--- src/rtl/cpu_sequencer_if.sv ---
// cpu_sequencer_if
//   Bus between the fetch/decode/execute sequencer and the datapath.
//   master: sequencer side. It drives the ROM address and all decode strobes,
//           and receives the ROM data.
//   slave : datapath/memory side.
//   Signals:
//     rom_addr/rom_q    program ROM address and data
//     reg_addr/reg_we/reg_sel/imm   regfile port
//     alu_op/acc_we     ULA control
//     dram_addr/dram_we data RAM control
//     led_we/seg_we     display latches
//     pc/state/instr_done/illegal  status
interface cpu_sequencer_if;
    logic [7:0]  rom_addr;
    logic [15:0] rom_q;
    logic [3:0]  reg_addr;
    logic        reg_we;
    logic [1:0]  reg_sel;
    logic [7:0]  imm;
    logic [3:0]  alu_op;
    logic        acc_we;
    logic [7:0]  dram_addr;
    logic        dram_we;
    logic        led_we;
    logic        seg_we;
    logic [7:0]  pc;
    logic [2:0]  state;
    logic        instr_done;
    logic        illegal;

    modport master (
        output rom_addr, reg_addr, reg_we, reg_sel, imm, alu_op, acc_we,
               dram_addr, dram_we, led_we, seg_we, pc, state, instr_done, illegal,
        input  rom_q
    );

    modport slave (
        input  rom_addr, reg_addr, reg_we, reg_sel, imm, alu_op, acc_we,
               dram_addr, dram_we, led_we, seg_we, pc, state, instr_done, illegal,
        output rom_q
    );
endinterface

--- src/rtl/cpu_sequencer.sv ---
// cpu_sequencer
//   Multi-cycle fetch/decode/execute controller for the 16-bit processor.
//   It owns the PC and the instruction register, and it decodes IR into the
//   regfile, ULA, data RAM and display strobes. Free-run (run=1) and
//   single-step (a rising edge on step) modes are supported.
//   Instruction format: [15:12] opcode, [11:8] rd, [7:0] imm/address.
// Ports
//   clk   rising-edge clock
//   rst   asynchronous, active-low reset
//   run   1 = free-run, 0 = single-step
//   step  step request level; its rising edge starts one instruction from IDLE
//   bus   cpu_sequencer_if.master (ROM address/data, strobes, status)
// Parameters
//   ROM_LAT   program ROM read latency, 1..4 cycles (length of FETCH)
//   DRAM_LAT  data RAM read latency, 1..4 cycles (length of MEM)
module cpu_sequencer #(
    parameter int unsigned ROM_LAT  = 1,
    parameter int unsigned DRAM_LAT = 1
) (
    input  logic             clk,
    input  logic             rst,
    input  logic             run,
    input  logic             step,
    cpu_sequencer_if.master  bus
);

    typedef enum logic [2:0] {
        S_IDLE   = 3'd0,
        S_FETCH  = 3'd1,
        S_DECODE = 3'd2,
        S_EXEC   = 3'd3,
        S_MEM    = 3'd4,
        S_WB     = 3'd5
    } state_e;

    typedef enum logic [3:0] {
        OP_NOP  = 4'd0,  OP_LI   = 4'd1,  OP_LOAD = 4'd2,  OP_STORE = 4'd3,
        OP_ADD  = 4'd4,  OP_SUB  = 4'd5,  OP_AND  = 4'd6,  OP_OR    = 4'd7,
        OP_XOR  = 4'd8,  OP_NOT  = 4'd9,  OP_LIN  = 4'd10, OP_PRINT = 4'd11,
        OP_SEG  = 4'd12, OP_JMP  = 4'd13, OP_ILL0 = 4'd14, OP_ILL1  = 4'd15
    } opcode_e;

    state_e      state_q, state_n;
    logic [1:0]  cnt_q, cnt_n;
    logic [7:0]  pc_q;
    logic [15:0] ir_q;
    logic        illegal_q;
    logic        step_q;
    logic        step_rise;
    logic        last;
    logic        set_illegal;
    opcode_e     opcode;

    logic        reg_we, acc_we, dram_we, led_we, seg_we;
    logic [1:0]  reg_sel;

    assign opcode    = opcode_e'(ir_q[15:12]);
    assign step_rise = step & ~step_q;

    always_ff @(posedge clk or negedge rst) begin
        if (!rst) begin
            state_q   <= S_IDLE;
            cnt_q     <= '0;
            pc_q      <= '0;
            ir_q      <= '0;
            illegal_q <= 1'b0;
            step_q    <= 1'b0;
        end else begin
            state_q <= state_n;
            cnt_q   <= cnt_n;
            step_q  <= step;
            if (state_q == S_DECODE)
                ir_q <= bus.rom_q;
            if (set_illegal)
                illegal_q <= 1'b1;
            if (last)
                pc_q <= (opcode == OP_JMP) ? ir_q[7:0] : pc_q + 8'd1;
        end
    end

    // Strobes are decoded from the registered state and IR only.
    always_comb begin
        state_n     = state_q;
        cnt_n       = '0;
        last        = 1'b0;
        set_illegal = 1'b0;
        reg_we      = 1'b0;
        reg_sel     = 2'd0;
        acc_we      = 1'b0;
        dram_we     = 1'b0;
        led_we      = 1'b0;
        seg_we      = 1'b0;
        case (state_q)
            S_IDLE: begin
                if (run || step_rise)
                    state_n = S_FETCH;
            end
            S_FETCH: begin
                if (cnt_q == 2'(ROM_LAT - 1))
                    state_n = S_DECODE;
                else
                    cnt_n = cnt_q + 2'd1;
            end
            S_DECODE: state_n = S_EXEC;
            S_EXEC: begin
                last = 1'b1;
                case (opcode)
                    OP_LI:    reg_we = 1'b1;
                    OP_LOAD: begin
                        last    = 1'b0;
                        state_n = S_MEM;
                    end
                    OP_STORE: dram_we = 1'b1;
                    OP_ADD, OP_SUB, OP_AND, OP_OR, OP_XOR, OP_NOT: acc_we = 1'b1;
                    OP_LIN: begin
                        reg_we  = 1'b1;
                        reg_sel = 2'd2;
                    end
                    OP_PRINT: led_we = 1'b1;
                    OP_SEG:   seg_we = 1'b1;
                    OP_ILL0, OP_ILL1: set_illegal = 1'b1;
                    default: ;
                endcase
            end
            S_MEM: begin
                if (cnt_q == 2'(DRAM_LAT - 1))
                    state_n = S_WB;
                else
                    cnt_n = cnt_q + 2'd1;
            end
            S_WB: begin
                reg_we  = 1'b1;
                reg_sel = 2'd1;
                last    = 1'b1;
            end
            default: state_n = S_IDLE;
        endcase
        if (last)
            state_n = run ? S_FETCH : S_IDLE;
    end

    assign bus.rom_addr   = pc_q;
    assign bus.pc         = pc_q;
    assign bus.state      = state_q;
    assign bus.reg_addr   = ir_q[11:8];
    assign bus.imm        = ir_q[7:0];
    assign bus.dram_addr  = ir_q[7:0];
    assign bus.alu_op     = ir_q[15:12];
    assign bus.reg_we     = reg_we;
    assign bus.reg_sel    = reg_sel;
    assign bus.acc_we     = acc_we;
    assign bus.dram_we    = dram_we;
    assign bus.led_we     = led_we;
    assign bus.seg_we     = seg_we;
    assign bus.instr_done = last;
    assign bus.illegal    = illegal_q;

endmodule

--- src/flat_wrapper.sv ---
// flat-port wrapper written by rule: the top's interface ports become plain ports
module cpu_sequencer_flat 
#(
    parameter int unsigned ROM_LAT  = 1,
    parameter int unsigned DRAM_LAT = 1
)
  (clk, rst, run, step, bus_rom_addr, bus_reg_addr, bus_reg_we, bus_reg_sel, bus_imm, bus_alu_op, bus_acc_we, bus_dram_addr, bus_dram_we, bus_led_we, bus_seg_we, bus_pc, bus_state, bus_instr_done, bus_illegal, bus_rom_q);
  cpu_sequencer_if bus_i ();
  input  logic clk;
  input  logic rst;
  input  logic run;
  input  logic step;
  output wire logic [$bits(bus_i.rom_addr)-1:0] bus_rom_addr;
  output wire logic [$bits(bus_i.reg_addr)-1:0] bus_reg_addr;
  output wire logic [$bits(bus_i.reg_we)-1:0] bus_reg_we;
  output wire logic [$bits(bus_i.reg_sel)-1:0] bus_reg_sel;
  output wire logic [$bits(bus_i.imm)-1:0] bus_imm;
  output wire logic [$bits(bus_i.alu_op)-1:0] bus_alu_op;
  output wire logic [$bits(bus_i.acc_we)-1:0] bus_acc_we;
  output wire logic [$bits(bus_i.dram_addr)-1:0] bus_dram_addr;
  output wire logic [$bits(bus_i.dram_we)-1:0] bus_dram_we;
  output wire logic [$bits(bus_i.led_we)-1:0] bus_led_we;
  output wire logic [$bits(bus_i.seg_we)-1:0] bus_seg_we;
  output wire logic [$bits(bus_i.pc)-1:0] bus_pc;
  output wire logic [$bits(bus_i.state)-1:0] bus_state;
  output wire logic [$bits(bus_i.instr_done)-1:0] bus_instr_done;
  output wire logic [$bits(bus_i.illegal)-1:0] bus_illegal;
  input wire logic [$bits(bus_i.rom_q)-1:0] bus_rom_q;
  assign bus_rom_addr = bus_i.rom_addr;
  assign bus_reg_addr = bus_i.reg_addr;
  assign bus_reg_we = bus_i.reg_we;
  assign bus_reg_sel = bus_i.reg_sel;
  assign bus_imm = bus_i.imm;
  assign bus_alu_op = bus_i.alu_op;
  assign bus_acc_we = bus_i.acc_we;
  assign bus_dram_addr = bus_i.dram_addr;
  assign bus_dram_we = bus_i.dram_we;
  assign bus_led_we = bus_i.led_we;
  assign bus_seg_we = bus_i.seg_we;
  assign bus_pc = bus_i.pc;
  assign bus_state = bus_i.state;
  assign bus_instr_done = bus_i.instr_done;
  assign bus_illegal = bus_i.illegal;
  assign bus_i.rom_q = bus_rom_q;
  cpu_sequencer #(.ROM_LAT(ROM_LAT), .DRAM_LAT(DRAM_LAT)) u_core (.clk(clk), .rst(rst), .run(run), .step(step), .bus(bus_i));
endmodule
--- config.mk ---
export PLATFORM = sky130hd
export DESIGN_NAME = cpu_sequencer_flat
export DESIGN_NICKNAME = d
export VERILOG_FILES = /design/src/rtl/cpu_sequencer_if.sv /design/src/rtl/cpu_sequencer.sv /design/src/flat_wrapper.sv
export SDC_FILE = /design/constraint.sdc
export NUM_CORES = 1
export LEC_CHECK = 0
export BUFFER_PORTS_ARGS = -buffer_cell sky130_fd_sc_hd__buf_2
export CAP_MARGIN = 10
export CORE_UTILIZATION = 30
export CTS_CLUSTER_SIZE = 40
export DETAILED_ROUTE_END_ITERATION = 10
export PLACE_DENSITY_LB_ADDON = 0.05
export SETUP_SLACK_MARGIN = 0.15
export SYNTH_ARGS = -nofsm -noshare
export SYNTH_HDL_FRONTEND = slang
export SYNTH_SLANG_ARGS = --single-unit
--- constraint.sdc ---
create_clock -name clk -period 2.3 [get_ports clk]
set_clock_uncertainty 0.2 [all_clocks]
set_input_delay 0.46 -clock clk [delete_from_list [all_inputs] [get_ports clk]]
set_output_delay 0.46 -clock clk [all_outputs]
set_load 0.02 [all_outputs]
== Word-level counts from Yosys, hierarchy flattened ==
Index checks and enable logic that the tools add are counted.

* Add/sub/neg operators: 2
* Eq/ne operators: 25
* Muxes and demuxes: 26
* Bitwise operators: 2
* Reductions and logical operators: 8

{| class="wikitable"
|+ Operator list
! operator !! number
|-
| 4-bit equality test (second input constant) || 8
|-
| 3-bit one-hot mux with 6 select lines || 1
|-
| 4-bit by 3-bit equality test with 1-bit output (second input constant) || 4
|-
| 3-bit two-way mux || 5
|-
| 1-bit two-way mux || 13
|-
| 3-bit by 2-bit inequality test with 1-bit output (second input constant) || 3
|-
| 8-bit by 1-bit adder with 8-bit output (second input constant) || 1
|-
| 4-bit by 2-bit equality test with 1-bit output (second input constant) || 2
|-
| 8-bit two-way mux || 1
|-
| 3-bit by 2-bit equality test with 1-bit output (second input constant) || 2
|-
| 3-bit equality test (second input constant) || 2
|-
| 2-bit two-way mux || 3
|-
| 2-bit OR reduction || 3
|-
| 6-bit OR reduction || 1
|-
| 5-bit AND reduction || 1
|-
| 4-bit by 1-bit equality test with 1-bit output (second input constant) || 1
|-
| 1-bit one-hot mux with 2 select lines || 2
|-
| 2-bit one-hot mux with 2 select lines || 1
|-
| 3-bit by 1-bit equality test with 1-bit output (second input constant) || 1
|-
| 3-bit zero test || 1
|-
| 3-bit inequality test (second input constant) || 1
|-
| 2-bit by 1-bit adder with 2-bit output (second input constant) || 1
|-
| 2-bit zero test || 1
|-
| 2-bit inequality test (second input constant) || 1
|-
| 3 further kinds || 3
|}

* Flip-flop bits (word level): 31
* Bits of input ports: 20
* Output and inout bits: 52
* Word-level logic and storage cells: 69

== Logic depth before layout (Yosys ltp) ==
Gate-level depths: netlist of the first run.

* Depth in word-level cells: 6
* Mapped depth: 7
* Gate-level depth less buffers: 5

== Least setup slack after synthesis of the first run ==
No wires, ideal clock.

* Path type: register to output
* Start: register u_core.state_q[2], in the netlist u_core.bus.state[2]
* End: output port bus_reg_sel[1]
* Data arrival time: 1.699 ns
* Required time: 1.640 ns
* Setup slack: -0.059 ns
* Stages on the path, launching flop included: 5
* Buffers on the path: 1
* Cell sequence: dfrtp_1 -> buf_4 -> nand3b_4 -> nor2_1 -> nor4b_1

* Longest elaborated chain between the ends: 2
* Elaborated cells between the ends (all ways): 3
* Classes of those cells: eq/ne: 2; mux: 1

{| class="wikitable"
|+ RTL lines
! what !! line !! source
|-
| from (decl) || cpu_sequencer.sv:43 || <nowiki>state_e state_q, state_n;</nowiki>
|-
| from (signal assigned) || cpu_sequencer.sv:69 || <nowiki>state_q <= state_n;</nowiki>
|-
| 3-bit equality test or 3-bit by 2-bit equality test with 1-bit output (tied branches) || cpu_sequencer.sv:93 || <nowiki>case (state_q)</nowiki>
|-
| 2-bit one-hot mux with 2 select lines (*) || cpu_sequencer.sv:93 ||
|-
| to (decl) || flat_wrapper.sv:16 || <nowiki>output wire logic [$bits(bus_i.reg_sel)-1:0] bus_reg_sel;</nowiki>
|}

Mark *: on every way between the ends. The rest lies on a longest branch, timed or not.

== Worst setup path after layout of the first run ==
* Start: register u_core.ir_q[13]
* End: output port bus_reg_we

* Longest elaborated chain between the ends: 4
* Elaborated cells between the ends (all ways): 5
* Classes of those cells: eq/ne: 2; mux: 2; reduce/logical: 1

{| class="wikitable"
|+ RTL lines
! what !! line !! source
|-
| from (decl) || cpu_sequencer.sv:46 || <nowiki>logic [15:0] ir_q;</nowiki>
|-
| from (signal assigned) || cpu_sequencer.sv:73 || <nowiki>ir_q <= bus.rom_q;</nowiki>
|-
| 4-bit by 1-bit equality test with 1-bit output or 4-bit equality test (tied branches) || cpu_sequencer.sv:107 || <nowiki>case (opcode)</nowiki>
|-
| 2-bit OR reduction (no line) (*) || - ||
|-
| 1-bit two-way mux (*) || cpu_sequencer.sv:107 ||
|-
| 1-bit one-hot mux with 2 select lines (*) || cpu_sequencer.sv:93 ||
|-
| to (decl) || flat_wrapper.sv:15 || <nowiki>output wire logic [$bits(bus_i.reg_we)-1:0] bus_reg_we;</nowiki>
|}

Marked as above.

==> run_results.csv, run 1 <==
group,metric,value,unit
finish,fillers,558,
clock_network,clock_latency,0.28,ns
finish,antenna_cells,0,
sta,setup_violations,0,
run,max-cap-violations,0,
setup_path,cp-startpoint,"u_core.ir_q[13]$_DFFE_PN0N_",
setup_path,r2r_setup_slack,0.54,ns
sta,relSlewSlack,0.515,
route,drcViolationCount,0,
route,wl_met2,1.85,mm
synthesis,syn_inst,160,
clock_network,clock_sinks,31,
route,wl_met3,244,um
sta,rsz0062_at_grt,"true",
floorplan,die-area,5920,sq um
clock_network,cts-root-buf,"clkbuf_8",
global_routing,grt_pass1_vias,1340,
synthesis,synth_top_family_by_area,"simple AND/OR/NAND/NOR gates",
setup_path,worstPathMaxFanout,6,
status,status,"finished clean",
synthesis,yosysUniqueCellTypes,39,
synthesis,synth_adder_area_share,0.0223,
place,gp_congestion,0.732,
route,ant_nets,0,
route,first_pass_iters,4,
worst_hold_path,hold_path.class,"in -> async",
synthesis,synthMuxAreaShare,0.113,
clock_network,cts.htree.levels,2,
setup_path,criticalPathCategory,"reg -> out",
global_routing,grt_max_degree,32,
setup_path,cp-start-kind,"register",
synthesis,synth_area_leaders,"dfrtp_1 46%, buf_4 8.5%, mux2_2 5.3%",
finish,mostFrequentLayoutCells,"70 x buf_2, 29 x dfrtp_1, 12 x a21oi_1",
setup_path,worstPathArrival,1.43,ns
global_routing,grt_usage,0.140,
route,wirelength,4.02,mm
finish,fin_cells,295,
floorplan,core_area,5270,sq um
finish,layout_commonest_cell,"buf_2",
synthesis,yosysSeqAreaShare,0.461,
synthesis,synth.ff_latch_count,31,
setup_path,crit_path_end_kind,"primary output",
floorplan,die_h,76.9,um
clock_network,cts_tree,"yes",
synthesis,yosys.area.top_type_share,0.461,
synthesis,synth_compound_area_frac,0.119,
sta,hold_viol,0,
synthesis,synth_xor_xnor_area_share,0.00520,
floorplan,io_pins,72,
route,dr.first_iter.drc_count,56,
sta,period_needed,2.09,ns
synthesis,synthArstFlopShare,1.00,
finish,area_delta_synth_final,28.1,%
route,top_layer,"met4",
sta,period_share,0.907,
synthesis,synth_area,1680,sq um
synthesis,yosysTopAreaCell,"dfrtp_1",
pwr,irDropWorstVdd,0.699,mV
route,met1_length,1.90,mm
synthesis,synth-edff-count,0,
place,dp.cells,284,
pwr,p_leak,0.00108,uW
synthesis,synth-main-ff-cell,"dfrtp_1",
sta,hold-worst-slack,0.0338,ns
synthesis,syn_area_per_cell,10.5,sq um
route,routed-via-count,1386,
setup_path,required,1.64,ns
synthesis,synth_fp_nets,183,
clock_network,clockBufferDepth,2,
route,avgViaCountPerCell,4.70,
floorplan,start_util,0.320,
global_routing,antenna_found_initial,0,
floorplan,die_x,76.9,um
sta,max_freq,480,MHz
clock_network,path_clk_slew,0.07,ns
global_routing,grt_overflow,0,
finish,drive_gt1_frac,0.498,
route,wl_per_cell,13.6,um
finish,nets,247,
sta,tightest_slew,0.727,ns
sta,slew_viol_final,0,
global_routing,grt_pass1_wl,6.51,mm
synthesis,yosys.area_share.simple,0.162,
floorplan,row_count,26,
synthesis,yosys_warnings,0,
sta,finalSetupTns,0,ns
pwr,cellPowerDensity,1670,nW/um^2
place,dp_hpwl,2.87,mm
clock_network,cts_buffers,5,
setup_path,rr_startpoint,"u_core.bus.state[1]$_DFFE_PN0P_",
place,port_buffers,71,
[cells in the mapped netlist, types with 2 or more instances]
library cell / count
dfrtp_1: 31
a2bb2oi_1: 3
o22ai_1: 2
buf_2: 3
inv_1: 5
o21ai_0: 7
nor4b_1: 2
and2_1: 2
nand2b_1: 2
buf_4: 19
nor2_1: 9
nand2_1: 10
nand3_1: 6
nand3b_1: 2
ha_1: 3
a21oi_1: 12
nor3_1: 3
mux2_4: 6
nand4_1: 2
mux2_2: 8
and3_1: 3
a21boi_0: 3
[metal layers]
layer | vias to the layer above | GRT usage
met5 | - | 0
met4 | 0 | 0.0404
met3 | 4 | 0.0524
met2 | 44 | 0.221
met1 | 662 | 0.177
li1 | 676 | -
[area by class of cell]
| type | count | area, sq um | share of cell area |
|---|---|---|---|
| clock buffer | 6 | 82.6 | 0.0383 |
| inverter | 6 | 22.5 | 0.0104 |
| clock inverter | 2 | 35.0 | 0.0162 |
| sequential | 31 | 778 | 0.361 |
| multi-input combinational | 99 | 718 | 0.333 |
| tap | 70 | 87.6 | 0.0406 |
| timing repair buffer | 81 | 433 | 0.201 |
[power breakdown]
group	internal [uW]	leakage [uW]	switching, uW	total, uW
clock	350	0.0000612	205	556
sequential	801	0.000371	271	1070
combinational	800	0.000644	1170	1970
[critical path, stage by stage (launching register included)]
cell	delay, ns
dfrtp_1	0.43
inv_1	0.14
and3_1	0.16
a21oi_1	0.04
o31ai_1	0.17
buf_2	0.20
[cell families (layout without fill, tap and decap cells)]
logic type / count (synthesis) / count (layout)
flops: 31 / 31
buf+inv: 30 / 95
mux: 15 / 15
fa+ha+maj: 3 / 3
compound gates: 33 / 33
simple gates: 47 / 47
xor+xnor: 1 / 1
[worst paths after layout]
path | end | depth (start not counted)
min in group clk | u_core.step_q$_DFF_PN0_ | 1
setup reg to reg | u_core.bus.pc[7]$_DFFE_PN0P_ | 5
hold / removal | u_core.cnt_q[0]$_DFF_PN0_ | 1
hold reg to reg | u_core.bus.illegal$_DFFE_PN0P_ | 1
setup / recovery | bus_reg_we | 5
max in group asynchronous | u_core.bus.state[0]$_DFFE_PN0P_ | 1
[stage by stage]
stage / total power (uW) / util / area (sq um) / setup WS, ns
5_1_grt: 3850 / 0.409 / 2160 / 0.121
6_report: 3600 / 0.409 / 2160 / 0.215
4_1_cts: 3630 / 0.407 / 2140 / 0.168
3_5_place_dp: 3020 / 0.381 / 2010 / 0.329
2_1_floorplan: 2580 / - / 1690 / 0.132
3_3_place_gp: 3000 / 0.381 / 2010 / 0.384
[sequential cells by signal, indices dropped and copies added, names as in the netlist]
register and cells:
u_core.bus.illegal 1, u_core.bus.pc 8, u_core.bus.state 3, u_core.cnt_q 2, u_core.ir_q 16, u_core.step_q 1
[repair_timing]
action	4_1_cts	5_1_grt
setup endpoints to repair	5	5
gates resized for setup	2	3
setup buffers	2	1
hold buffers	0	0
hold endpoints to repair	0	0
Note: power is estimated with default switching activity, not from simulation.
==> run 2, diff against run 1 <==
--- a/config.mk
+++ b/config.mk
@@ -5,7 +5,7 @@
 export SDC_FILE = /design/constraint.sdc
 export NUM_CORES = 1
 export LEC_CHECK = 0
-export BUFFER_PORTS_ARGS = -buffer_cell sky130_fd_sc_hd__buf_2
+export BUFFER_PORTS_ARGS = -buffer_cell sky130_fd_sc_hd__buf_4
 export CAP_MARGIN = 10
 export CORE_UTILIZATION = 30
 export CTS_CLUSTER_SIZE = 40
==> run_results.csv, run 2 (same netlist as run 1, synthesis figures left out) <==
group,metric,value,unit
status,status,"finished clean",
floorplan,die_x,76.9,um
finish,largest_register_ff_count,16,
finish,area_delta_synth_final,38.6,%
global_routing,grt_pass1_wl,6.61,mm
setup_path,worstPathArrival,1.42,ns
setup_path,slowest_delay,0.40,ns
worst_hold_path,hold_path_end,"u_core.step_q$_DFF_PN0_",
worst_hold_path,hold_path.class,"in -> reg",
floorplan,io_pins,72,
route,met1_length,1.87,mm
sta,rsz0062_at_grt,"true",
route,avgViaCountPerCell,4.70,
worst_hold_path,whs_path_depth,1,
setup_path,cp_top_family,"simple AND/OR/NAND/NOR gates",
sta,period_share,0.906,
finish,fillers,534,
sta,layout_setup_ws,0.215,ns
clock_network,cts.htree.levels,2,
global_routing,grt_max_degree,32,
place,gp_congestion,0.750,
run,max-cap-violations,0,
floorplan,core_area,5270,sq um
sta,tightest_slew,0.413,ns
route,routed-via-count,1391,
pwr,irDropWorstVdd,0.579,mV
route,ant_nets,0,
setup_path,crit_slowest_cell,"dfrtp_2",
worst_hold_path,hp-start,"step",
clock_network,clock_latency,0.28,ns
setup_path,rr_startpoint,"u_core.bus.state[2]$_DFFE_PN0P_",
finish,mostFrequentLayoutCells,"82 x buf_4, 27 x dfrtp_1, 12 x a21oi_1",
place,port_buffers,71,
global_routing,grt_usage,0.143,
route,first_pass_iters,4,
setup_path,cp_cell_sequence,"nand3b_4 > nor2_2 > nand2_1 > nor3_1 > buf_4",
sta,max_freq,480,MHz
place,post-place-ws,0.275,ns
clock_network,clockBufferDepth,2,
finish,register_area,781,sq um
route,dr.first_iter.drc_count,77,
global_routing,antenna_found_initial,0,
sta,finalSetupTns,0,ns
finish,multi_input_area,728,sq um
setup_path,r2r_end,"u_core.ir_q[10]$_DFFE_PN0N_",
setup_path,cp-start-kind,"register",
floorplan,row_count,26,
sta,setup_violations,0,
clock_network,cts_tree,"yes",
route,drcViolationCount,0,
sta,hold_viol,0,
sta,period_needed,2.08,ns
setup_path,reg2reg_depth,5,
route,wl_met2,1.89,mm
clock_network,clock_sinks,31,
route,top_layer,"met4",
pwr,p_leak,0.00112,uW
setup_path,required,1.64,ns
finish,nets,249,
floorplan,die-area,5920,sq um
clock_network,cts_buffers,5,
route,wl_per_cell,13.6,um
floorplan,die_h,76.9,um
finish,drive_gt1_frac,0.518,
route,wirelength,4.03,mm
clock_network,cts-root-buf,"clkbuf_8",
route,wl_met3,246,um
global_routing,grt_pass1_vias,1348,
setup_path,worstPathMaxFanout,6,
place,dp_hpwl,2.86,mm
floorplan,start_util,0.320,
sta,relSlewSlack,0.725,
sta,slew_viol_final,0,
clock_network,path_clk_slew,0.06,ns
pwr,cellPowerDensity,1600,nW/um^2
setup_path,crit_buf_inv,1,
setup_path,crit_path_end_kind,"primary output",
global_routing,grt_overflow,0,
finish,largest_register,"u_core.ir_q",
finish,antenna_cells,0,
setup_path,criticalPathCategory,"reg -> out",
setup_path,r2r_setup_slack,0.52,ns
finish,layout_commonest_cell,"buf_4",
run 2: cell count changes in the layout (fill, tap and decap cells not counted), moves of 2 or more:
| cell | previous run | this run |
|---|---|---|
| buf_4 | 11 | 82 |
| dfrtp_1 | 29 | 27 |
| buf_2 | 70 | 0 |
| dfrtp_2 | 2 | 4 |
run 2: worst max path at each step:
| stage | depth (start not counted) | to | from |
|---|---|---|---|
| global route | 5 | bus_dram_we | u_core.bus.state[2]$_DFFE_PN0P_ |
| global placement | 5 | u_core.bus.pc[6]$_DFFE_PN0P_ | u_core.bus.state[2]$_DFFE_PN0P_ |
| floorplan | 5 | bus_dram_we | u_core.bus.state[2]$_DFFE_PN0P_ |
| CTS | 5 | bus_dram_we | u_core.bus.state[2]$_DFFE_PN0P_ |
| detailed placement | 5 | u_core.bus.pc[7]$_DFFE_PN0P_ | u_core.bus.state[2]$_DFFE_PN0P_ |
| finish | 5 | bus_dram_we | u_core.bus.state[2]$_DFFE_PN0P_ |
run 2: report_power, final:
| part | total, uW | internal (uW) | leakage (uW) | switching (uW) |
|---|---|---|---|---|
| logic | 2200 | 1040 | 0.000708 | 1160 |
| registers | 1120 | 804 | 0.000368 | 314 |
| clock network | 424 | 234 | 0.0000470 | 190 |
run 2: repair_timing:
| action | CTS | global route |
|---|---|---|
| buffers inserted | 2 | 2 |
| resized for setup | 6 | 4 |
| hold buffers | 1 | 0 |
| endpoints found under the hold margin | 31 | 0 |
| setup endpoints to repair | 6 | 5 |
run 2: final cells by class:
cell class	instances	area share
Multi-Input combinational cell	99	0.312
Timing Repair Buffer	83	0.268
Sequential cell	31	0.334
Tap cell	70	0.0375
Inverter	6	0.0107
Clock buffer	6	0.0354
Clock inverter	1	0.00214
run 2: routing by layer:
metal  up-vias  GRT usage
met3         4     0.0452
li1        679          -
met1       662      0.185
met2        46      0.225
met4         0     0.0462
met5         -          0
run 2: per-stage QoR:
stage	area (sq um)	utilization	hold slack, ns	power (uW)	instances
3_5_place_dp	2190	0.415	0.226	3280	284
4_1_cts	2310	0.439	0.0903	3750	294
5_1_grt	2330	0.443	0.0880	4010	296
6_report	2330	0.443	0.0990	3740	296
2_1_floorplan	1690	-	-0.0356	2580	160
3_3_place_gp	2190	0.415	0.224	3250	284
==> run 3, diff against run 2 <==
--- a/config.mk
+++ b/config.mk
@@ -7,6 +7,7 @@
 export LEC_CHECK = 0
 export BUFFER_PORTS_ARGS = -buffer_cell sky130_fd_sc_hd__buf_4
 export CAP_MARGIN = 10
+export CORE_ASPECT_RATIO = 0.5
 export CORE_UTILIZATION = 30
 export CTS_CLUSTER_SIZE = 40
 export DETAILED_ROUTE_END_ITERATION = 10
==> run_results.csv, run 3 (same netlist as run 1, synthesis figures left out) <==
group,metric,value,unit
sta,relSlewSlack,0.722,
finish,area_delta_synth_final,38.6,%
pwr,cellPowerDensity,1620,nW/um^2
worst_hold_path,hp-start,"step",
finish,largest_register,"u_core.ir_q",
floorplan,die_x,108,um
pwr,switchingPower,1680,uW
setup_path,cp-start-kind,"register",
pwr,finalPower,3780,uW
floorplan,row_count,18,
floorplan,io_pins,72,
clock_network,cts.htree.levels,2,
global_routing,grt_pass1_vias,1244,
setup_path,rr_startpoint,"u_core.ir_q[15]$_DFFE_PN0N_",
clock_network,cts_buffers,5,
route,avgViaCountPerCell,4.67,
setup_path,crit_slowest_cell,"dfrtp_2",
setup_path,worstPathArrival,1.46,ns
route,wl_met2,1.81,mm
sta,setup_violations,0,
finish,register_area,785,sq um
clock_network,clock_latency,0.28,ns
finish,largest_register_ff_count,16,
finish,multi_input_area,721,sq um
route,drcViolationCount,0,
sta,max_freq,471,MHz
clock_network,cts_tree,"yes",
floorplan,die_h,55.0,um
sta,tightest_slew,0.417,ns
finish,antenna_cells,0,
finish,layout_commonest_cell,"buf_4",
route,met1_length,1.99,mm
sta,layout_setup_ws,0.176,ns
global_routing,grt_overflow,0,
run,max-cap-violations,0,
finish,fillers,499,
status,status,"finished clean",
place,gp_congestion,0.717,
worst_hold_path,hold_path.class,"in -> reg",
setup_path,slowest_delay,0.43,ns
finish,fin_util,0.452,
clock_network,clock_sinks,31,
finish,nets,248,
place,postPlaceCellArea,2160,sq um
sta,slew_viol_final,0,
route,first_pass_iters,4,
route,wirelength,4.04,mm
route,routed-via-count,1381,
global_routing,grt_max_degree,32,
global_routing,antenna_found_initial,0,
setup_path,crit_path_end_kind,"primary output",
finish,drive_gt1_frac,0.518,
place,port_buffers,71,
pwr,p_leak,0.00112,uW
clock_network,path_clk_slew,0.07,ns
setup_path,required,1.64,ns
sta,period_needed,2.12,ns
pwr,clkPwrFrac,0.127,
global_routing,grt_usage,0.147,
pwr,p_comb_frac,0.570,
finish,fin_area,2330,sq um
setup_path,cp-startpoint,"u_core.ir_q[15]$_DFFE_PN0N_",
setup_path,cp_cell_sequence,"inv_2 > and3_1 > a21oi_1 > o31ai_2 > buf_4",
sta,period_share,0.923,
floorplan,start_util,0.327,
place,dp_hpwl,2.78,mm
global_routing,grt_pass1_wl,6.42,mm
floorplan,die-area,5940,sq um
route,wl_met3,220,um
pwr,intPower,2110,uW
clock_network,cts-root-buf,"clkbuf_8",
setup_path,worstPathMaxFanout,6,
setup_path,crit_buf_inv,2,
finish,mostFrequentLayoutCells,"81 x buf_4, 24 x dfrtp_1, 12 x a21oi_1",
route,top_layer,"met4",
route,dr.first_iter.drc_count,62,
pwr,irDropWorstVdd,0.573,mV
sta,finalSetupTns,0,ns
floorplan,core_area,5160,sq um
clock_network,clockBufferDepth,2,
pwr,seqPwrFrac,0.303,
sta,rsz0062_at_grt,"true",
setup_path,criticalPathCategory,"reg -> out",
route,ant_nets,0,
route,wl_per_cell,13.6,um
setup_path,cp_top_family,"flip-flops",
place,post-place-ws,0.294,ns
pwr,sw_frac_of_total,0.443,
sta,hold_viol,0,
[run 3: final timing paths]
path / to / slack [ns] / cells after the start
max: bus_reg_we / 0.18 / 5
min: u_core.step_q$_DFF_PN0_ / 0.1 / 1
max reg2reg: u_core.bus.pc[0]$_DFFE_PN0P_ / 0.43 / 6
min reg2reg: u_core.bus.illegal$_DFFE_PN0P_ / 0.30 / 1
max in group asynchronous: u_core.ir_q[13]$_DFFE_PN0N_ / 1.12 / 2
min in group asynchronous: u_core.step_q$_DFF_PN0_ / 0.46 / 2
[run 3: power by group through the flow]
stage	clock network (uW)	registers, uW	logic [uW]
2_1_floorplan	0	1350	1230
3_3_place_gp	0	1160	2030
3_5_place_dp	0	1180	2040
4_1_cts	501	1160	2100
5_1_grt	525	1200	2340
6_report	481	1150	2160
[run 3: what timing repair did]
action,in CTS,in global routing
resized for setup,6,4
buffers inserted,3,4
endpoints found under the hold margin,31,0
setup endpoints to repair,5,6
hold buffers,1,0
gates cloned,0,0
[run 3: through the flow]
stage / hold slack, ns / std cells
6_report: 0.0959 / 296
5_1_grt: 0.0854 / 296
4_1_cts: 0.0869 / 292
3_5_place_dp: 0.230 / 280
3_3_place_gp: 0.231 / 280
2_1_floorplan: -0.0356 / 160
[run 3: layout make-up]
cell class,instances,area share
tap,70,0.0375
clock buffer,8,0.0429
timing repair buffer,82,0.265
sequential,31,0.336
multi-input combinational,99,0.309
inverter,6,0.00965
[run 3: routing by layer]
layer	vias up	global-route usage
li1	675	-
met1	666	0.199
met2	38	0.227
met3	2	0.0504
met4	0	0.0342
met5	-	0
[run 3: worst register-to-register path, stage by stage (launching register included)]
cell,delay (ns)
dfrtp_2,0.43
buf_4,0.15
nor4b_1,0.28
o21ai_1,0.13
buf_4,0.22
and3_1,0.18
a211oi_1,0.20
